**config.mk**
```make
export PLATFORM = sky130hd
export DESIGN_NAME = serial_alu_seq
export DESIGN_NICKNAME = d
export VERILOG_FILES = /design/src/rtl/serial_alu_seq.sv
export SDC_FILE = /design/constraint.sdc
export NUM_CORES = 1
export LEC_CHECK = 0
export CELL_PAD_IN_SITES_DETAIL_PLACEMENT = 0
export CELL_PAD_IN_SITES_GLOBAL_PLACEMENT = 1
export CORE_MARGIN = 2
export CORE_UTILIZATION = 50
export DETAILED_ROUTE_END_ITERATION = 10
export DONT_BUFFER_PORTS = 1
export MAX_ROUTING_LAYER = met4
export PLACE_DENSITY = 0.81
export RECOVER_POWER = 50
export SETUP_SLACK_MARGIN = 0.1
export SYNTH_ARGS = -nofsm -noshare
export SYNTH_HDL_FRONTEND = slang
export SYNTH_SLANG_ARGS = --single-unit
export TNS_END_PERCENT = 10
```
**constraint.sdc**
```tcl
create_clock -name clk -period 5.8 [get_ports clk]
set_clock_uncertainty 0.1 [all_clocks]
set_input_delay 0.87 -clock clk [delete_from_list [all_inputs] [get_ports clk]]
set_output_delay 0.87 -clock clk [all_outputs]
set_load 0.1 [all_outputs]
```
**src/rtl/serial_alu_seq.sv**
```systemverilog
`default_nettype none
// ============================================================================
// Module   : serial_alu_seq
// Purpose  : Bit-serial ALU sequencer. Evaluates AND/OR/ADD/SUB/SLT on
//            WIDTH-bit operands one bit per clock through a single 1-bit
//            slice, then publishes the word result with carry, overflow
//            and zero flags.
// Revision : 1.0 - initial release
// ============================================================================
module serial_alu_seq #(
    parameter int WIDTH = 32,
    parameter int CNT_W = 5
) (
    input  logic             clk,
    input  logic             reset,
    input  logic             start,
    input  logic [WIDTH-1:0] a,
    input  logic [WIDTH-1:0] b,
    input  logic [2:0]       op,
    output logic             busy,
    output logic             done,
    output logic [WIDTH-1:0] result,
    output logic             cout,
    output logic             overflow,
    output logic             zero
);

    localparam logic [1:0] c_IDLE = 2'd0;
    localparam logic [1:0] c_RUN  = 2'd1;
    localparam logic [1:0] c_DONE = 2'd2;

    localparam logic [1:0] c_OP_AND = 2'b00;
    localparam logic [1:0] c_OP_OR  = 2'b01;
    localparam logic [1:0] c_OP_ADD = 2'b10;
    localparam logic [1:0] c_OP_SLT = 2'b11;

    // Index of the MSB; reaching it ends the RUN phase.
    localparam logic [CNT_W-1:0] c_LAST = CNT_W'(WIDTH - 1);

    logic [1:0]       r_state;
    logic [WIDTH-1:0] r_a;        // operand A, shifted right so bit 0 is current
    logic [WIDTH-1:0] r_b;        // operand B, shifted right so bit 0 is current
    logic [2:0]       r_op;
    logic             r_c;        // ripple carry into the current bit
    logic [CNT_W-1:0] r_idx;      // bit currently being processed
    logic [WIDTH-1:0] r_sr;       // result shift register, filled LSB-first

    logic [WIDTH-1:0] r_result;
    logic             r_cout;
    logic             r_ovf;
    logic             r_zero;

    logic             w_bi;
    logic             w_sum;
    logic             w_cnext;
    logic             w_slice;
    logic             w_ovf;
    logic             w_last;
    logic [WIDTH-1:0] w_sr_next;
    logic [WIDTH-1:0] w_result_next;

    // 1-bit slice: conditional B inversion, full adder and operation select.
    always_comb begin
        w_bi    = r_b[0] ^ r_op[2];
        w_sum   = r_a[0] ^ w_bi ^ r_c;
        w_cnext = (r_a[0] & w_bi) | (r_a[0] & r_c) | (w_bi & r_c);
        w_slice = 1'b0;
        case (r_op[1:0])
            c_OP_AND: w_slice = r_a[0] & w_bi;
            c_OP_OR:  w_slice = r_a[0] | w_bi;
            c_OP_ADD: w_slice = w_sum;
            c_OP_SLT: w_slice = 1'b0;   // filled in from the MSB sum at the end
            default:  w_slice = 1'b0;
        endcase
    end

    // Word-level results as they would appear after the final (MSB) bit.
    // At the MSB, r_c is the carry into the MSB, so its XOR with the carry out
    // is signed overflow; sum_msb ^ overflow gives a signed less-than that
    // stays correct when the subtraction overflows.
    always_comb begin
        w_last        = (r_idx == c_LAST);
        w_ovf         = r_c ^ w_cnext;
        w_sr_next     = {w_slice, r_sr[WIDTH-1:1]};
        w_result_next = w_sr_next;
        if (r_op[1:0] == c_OP_SLT) begin
            w_result_next = {{(WIDTH-1){1'b0}}, w_sum ^ w_ovf};
        end
    end

    // Sequencer state: IDLE accepts a request, RUN walks WIDTH bits, DONE pulses.
    always_ff @(posedge clk or posedge reset) begin
        if (reset) begin
            r_state <= c_IDLE;
        end else begin
            case (r_state)
                c_IDLE:  if (start) r_state <= c_RUN;
                c_RUN:   if (w_last) r_state <= c_DONE;
                c_DONE:  r_state <= c_IDLE;
                default: r_state <= c_IDLE;
            endcase
        end
    end

    // Operand capture on accept, then one bit shifted through the slice per RUN cycle.
    always_ff @(posedge clk or posedge reset) begin
        if (reset) begin
            r_a   <= '0;
            r_b   <= '0;
            r_op  <= '0;
            r_c   <= 1'b0;
            r_idx <= '0;
            r_sr  <= '0;
        end else if (r_state == c_IDLE) begin
            if (start) begin
                r_a   <= a;
                r_b   <= b;
                r_op  <= op;
                r_c   <= op[2];          // binvert doubles as carry-in for SUB/SLT
                r_idx <= '0;
                r_sr  <= '0;
            end
        end else if (r_state == c_RUN) begin
            r_a   <= r_a >> 1;
            r_b   <= r_b >> 1;
            r_c   <= w_cnext;
            r_sr  <= w_sr_next;
            r_idx <= r_idx + CNT_W'(1);
        end
    end

    // Published outputs change only on the last RUN edge, so partial results never leak.
    always_ff @(posedge clk or posedge reset) begin
        if (reset) begin
            r_result <= '0;
            r_cout   <= 1'b0;
            r_ovf    <= 1'b0;
            r_zero   <= 1'b1;
        end else if ((r_state == c_RUN) && w_last) begin
            r_result <= w_result_next;
            r_cout   <= w_cnext;
            r_ovf    <= w_ovf;
            r_zero   <= (w_result_next == '0);
        end
    end

    assign busy     = (r_state == c_RUN);
    assign done     = (r_state == c_DONE);
    assign result   = r_result;
    assign cout     = r_cout;
    assign overflow = r_ovf;
    assign zero     = r_zero;

endmodule
`default_nettype wire

```
==> qor.csv, run 1 <==
metric,value,unit
outcome,"finished, violations left",
violations,"max-capacitance violations, max-slew violations",
critical_path.startpoint,r_state[0],
antenna_cells,0,
maxCapViolCount,2,
dp_hpwl,7290,um
wl_per_cell,15.2,um
place.gp.congestion,0.768,
dpl.cell_count,698,
grt_max_degree,112,
antenna_found_initial,0,
cts-resized-gates,0,
yosysSeqAreaShare,56.8,%
clock_path_buffers,2,
fmax,256,MHz
tightestPinTransition,3.46,ns
synth_top_area_share,56.4,%
num_rows,40,
insertion_delay,0.41,ns
critPathCaptureType,flip-flop,
crit_path_max_fanout,111,
num-nets-final,625,
grt_pass1_vias,3752,
dieWidth,115,um
dr_wl_met2,5050,um
final_layout_size_suffix_gt1_share,8.19,%
postSynthCellCount,566,
worstPathCellList,o21bai_1 > buf_12 > a211oi_1 > a21oi_1,
syn_area_per_cell,11.0,sq um
r2r-start,r_state[0],
path_clk_slew,0.05,ns
start_util,51.5,%
slew_headroom,-132,%
cts_root_buffer,clkbuf_16,
fin_crit_sh,67.4,%
fin_tns_setup,0,ns
synth_area,6210,sq um
maxSlewViolCount,136,
syn-num-nets,642,
stdcell_count,730,
p_leak,2.84,nW
crit_type,reg2reg,
drt_iter0_markers,198,
setup_slack,1.89,ns
cts_tree,done,
ys_ff_latch,141,
hold_viol_final,0,
worstPathRequired,6.03,ns
io_pins,107,
worstSetupStartpointType,flip-flop,
dr.pass1.iters,4,
critPathSlowestCell,o21bai_1,
critPathArrivalTime,4.14,ns
rsz0062_at_grt,no,
gr-usage-all-layers,18.5,%
min_from,r_a[23],
ctsHoldBuffers,0,
syn_to_final_growth,7.72,%
ctsHtreeMaxLevel,4,
clkSinkCount,141,
powerDensity,608,nW/um^2
setup_viol,0,
cp_slowest_stage_delay,2.51,ns
synth.area.top_cells,"dfrtp_1, mux2i_1, nand2_1, o21ai_1, a22o_1",
layout_commonest_cell,dfrtp_1,
via_count,3821,
numCtsBuffers,17,
peakVddDrop,0.000266,V
dieArea,13300,sq um
grt_pass1_wl,18500,um
cts_setup_buffers,0,
ys_types,37,
crit_buf_inv,1,
wl_met3,809,um
finalWirelength,11100,um
met1_length,5050,um
yosysWarningCount,0,
antenna_left,0,
cp_top_family,compound AO/OA/AOI/OAI gates,
final_cell_mix,"dfrtp_1, nand2_1, o21ai_1",
viasPerCell,5.23,
pre_cts_ws,3.23,ns
hp-class,reg2reg,
gr-total-overflow,0,
route.top_layer_used,met4,
synth_top_cell_by_area,dfrtp_1,
period_needed,3.91,ns
core_region_area,12100,sq um
die_h,115,um
drc_errors,0,
io_buffers,0,
hold_ws,0.379,ns
## cell usage after synthesis, drive strengths merged
cell type	number
dfrtp	140
nand2	133
o21ai	102
mux2i	63
a22o	33
buf	29
clkbuf	10
nor2	9
inv	7
nor4	7
a21oi	4
ha	4
nor2b	4
a211oi	3
mux2	3
and3	2
fa	2
nand4	2
xor2	2
a21o	1
a32o	1
dfstp	1
nand2b	1
nand3	1
nor3	1
o21bai	1
## tightest hold or removal path, cell delays in order (launching register included)
cell and delay (ns):
dfrtp_1 0.34, nand2_1 0.05, o21ai_0 0.06
## metal layers
metal  up-vias  GRT usage (%)
met5         -              -
met4         0           8.03
met3        17           7.06
met2        89           26.8
met1      1789           23.2
li1       1926              -
## cells by family after synthesis
logic type,Yosys count,synth area share [%]
fa+ha+maj,6,1.45
simple gates,160,10.8
xor+xnor,2,0.282
flops,141,56.8
mux,66,10.9
compound gates,145,14.3
buf+inv,46,5.44
## power by group
part	switching [W]	leakage (nW)	internal, W
Sequential	0.000868	1.86	0.00134
Clock	0.000376	0.282	0.000609
Combinational	0.000469	0.706	0.000403
Total	0.00171	2.84	0.00236
## worst paths after layout
kind                            slack, ns  cells after the start       to
worst max register to register       1.89                      4      r_c
worst max-delay path                 1.89                      4      r_c
worst min-delay path                 0.38                      2  r_a[23]
min in group asynchronous            1.25                      1  r_sr[6]
max in group asynchronous            2.44                      2  r_a[13]
worst min register to register       0.38                      2  r_a[23]
## layout make-up
cell class,instances,area (sq um)
clock buffer,25,515
clock inverter,7,35.0
fill,1063,5370
inverter,7,30.0
multi-input combinational,379,2330
sequential,141,3530
tap,168,210
timing repair buffer,3,35.0
## state kept, by name (all words and copies together), names as in the netlist
register  flops
r_state       2
r_op          3
r_idx         5
cout          1
r_sr         31
r_c           1
result       32
r_a          32
overflow      1
zero          1
r_b          32
## per-stage QoR
step / total power [W] / utilization (%) / instance area (sq um)
4_1_cts: 0.00412 / 55.6 / 6710
3_5_place_dp: 0.00312 / 51.0 / 6150
2_1_floorplan: 0.00296 / - / 6210
3_3_place_gp: 0.00306 / 51.0 / 6150
5_1_grt: 0.00433 / 55.5 / 6690
6_report: 0.00407 / 55.5 / 6690
Note: power is estimated with default switching activity, not from simulation.
==> run 2: changes to the inputs <==
- clock period: 5.8 -> 3.95 ns (I/O delays scaled with it)
==> run 2 against run 1 <==
  * The flow now finishes without violations
  * Global-route usage decreased by 0.10 points
  * First-iteration DRC count decreased by 12%
  * Non-clock buffer count increased by 1
  * Worst setup slack got worse by 0.52 ns
  * Critical endpoint is now done
==> qor.csv, run 2 (synthesis gave the netlist of run 1 again) <==
metric,value,unit,change
critical_path.startpoint,r_state[1],,was r_state[0]
antenna_left,0,,unchanged
outcome,finished clean,,"was finished, violations left"
clkSinkCount,141,,unchanged
hp-class,in2async,,was reg2reg
grt_pass1_vias,3825,,"was 3,752"
cp_top_family,simple AND/OR/NAND/NOR gates,,was compound AO/OA/AOI/OAI gates
setup_viol,0,,unchanged
register_area,3530,sq um,unchanged
finalInstanceArea,6780,sq um,was 6690 sq um
cts_root_buffer,clkbuf_16,,unchanged
antenna_found_initial,0,,unchanged
viasPerCell,5.25,,was 5.23
drt_iter0_markers,175,,was 198
powerDensity,905,nW/um^2,was 608 nW/um^2
critPathArrivalTime,1.88,ns,was 4.14 ns
cts-resized-gates,0,,unchanged
finalWirelength,11000,um,"was 11,100 um"
ctsHtreeMaxLevel,4,,unchanged
tightestPinTransition,1.10,ns,was 3.46 ns
via_count,3840,,"was 3,821"
period_needed,2.57,ns,
gr-total-overflow,0,,unchanged
numCtsBuffers,17,,unchanged
cts_setup_buffers,0,,unchanged
drc_errors,0,,unchanged
met1_length,5110,um,was 5050 um
worstPathCellList,nor2b_2,,was o21bai_1 > buf_12 > a211oi_1 > a21oi_1
r2r-start,r_state[0],,unchanged
gr-usage-all-layers,18.4,%,was 18.5%
syn_to_final_growth,9.17,%,was 7.72%
peakVddDrop,0.000358,V,was 0.000266 V
grt_max_degree,142,,was 112
critPathSlowestCell,nor2b_2,,was o21bai_1
num-nets-final,626,,was 625
crit_path_max_fanout,9,,was 111
worstSetupStartpointType,flip-flop,,unchanged
core_region_area,12100,sq um,unchanged
dr_wl_met2,4920,um,was 5050 um
multiInputGateArea,2350,sq um,was 2330 sq um
cp_slowest_stage_delay,0.95,ns,was 2.51 ns
antenna_cells,0,,unchanged
dr.pass1.iters,4,,unchanged
layout_commonest_cell,dfrtp_1,,unchanged
insertion_delay,0.41,ns,about the same
fmax,389,MHz,
placed_area,6170,sq um,was 6150 sq um
die_h,115,um,unchanged
num_rows,40,,unchanged
place.gp.congestion,0.749,,was 0.768
crit_type,reg2out,,was reg2reg
clock_path_buffers,2,,unchanged
fin_crit_sh,65.2,%,
wl_per_cell,15.1,um,was 15.2 um
crit_buf_inv,0,,was 1
maxSlewViolCount,0,,was 136
route.top_layer_used,met4,,unchanged
slew_headroom,26.3,%,was -132%
dp_hpwl,7200,um,was 7290 um
rsz0062_at_grt,no,,unchanged
path_clk_slew,0.06,ns,was 0.05 ns
wl_met3,827,um,was 809 um
io_pins,107,,unchanged
dieArea,13300,sq um,unchanged
final_layout_size_suffix_gt1_share,8.88,%,was 8.19%
final_cell_mix,"dfrtp_1, nand2_1, o21ai_1",,unchanged
p_leak,2.86,nW,was 2.84 nW
maxCapViolCount,0,,was 2
worstPathRequired,3.26,ns,was 6.03 ns
grt_pass1_wl,18400,um,"was 18,500 um"
dieWidth,115,um,unchanged
critPathCaptureType,output pin,,was flip-flop
fin_tns_setup,0,ns,unchanged
hold_viol_final,0,,unchanged
start_util,51.5,%,unchanged
io_buffers,0,,unchanged
cts_tree,done,,unchanged
ctsHoldBuffers,0,,unchanged
fillCellCount,1069,,"was 1,063"
[run 2: cell types whose count changed in the layout (fill, tap and decap cells not counted)]
cell        delta
clkbuf_8       -5
clkinv_2       -4
clkinv_4       +4
clkinvlp_4     +4
bufinv_16      +3
clkbuf_1       -2
buf_12         +1
o21bai_1       -1
o21bai_4       +1
[run 2: area by class of cell]
cell class | instances | share of cell area [%]
well taps | 168 | 3.10
inverters | 7 | 0.443
clock inverters | 14 | 2.51
clock buffers | 18 | 6.48
repair buffers | 4 | 0.812
multi-input cells | 379 | 34.6
flip-flops and latches | 141 | 52.1
[run 2: report_power, final]
| group | switching, W | internal (W) | leakage [nW] |
|---|---|---|---|
| sequential | 0.00127 | 0.00197 | 1.86 |
| clock | 0.000601 | 0.00101 | 0.288 |
| combinational | 0.000691 | 0.000595 | 0.720 |
[run 2: metal layers]
metal | vias to the layer above | global-route usage [%]
met2 | 79 | 26.0
met3 | 12 | 7.95
met4 | 0 | 7.95
li1 | 1942 | -
met1 | 1807 | 23.0
met5 | - | -
[run 2: metrics by stage]
stage | total power (W) | setup slack (ns) | cells | utilization, % | hold WS, ns
floorplan | 0.00434 | 1.42 | 566 | - | 0.349
finish | 0.00614 | 1.38 | 731 | 56.2 | 0.185
CTS | 0.00621 | 1.33 | 731 | 56.2 | 0.197
global placement | 0.00451 | 1.61 | 699 | 51.2 | 0.363
detailed placement | 0.00458 | 1.54 | 699 | 51.2 | 0.374
global route | 0.00652 | 1.28 | 731 | 56.2 | 0.205
[run 2: worst paths after layout]
| kind | depth (start not counted) | endpoint | slack (ns) |
|---|---|---|---|
| max reg2reg | 5 | zero | 1.56 |
| min | 2 | r_a[20] | 0.18 |
| min in group clk | 1 | r_op[1] | 0.23 |
| max | 1 | done | 1.38 |
| max in group asynchronous | 2 | r_b[15] | 3.03 |
| min reg2reg | 2 | r_b[8] | 0.38 |
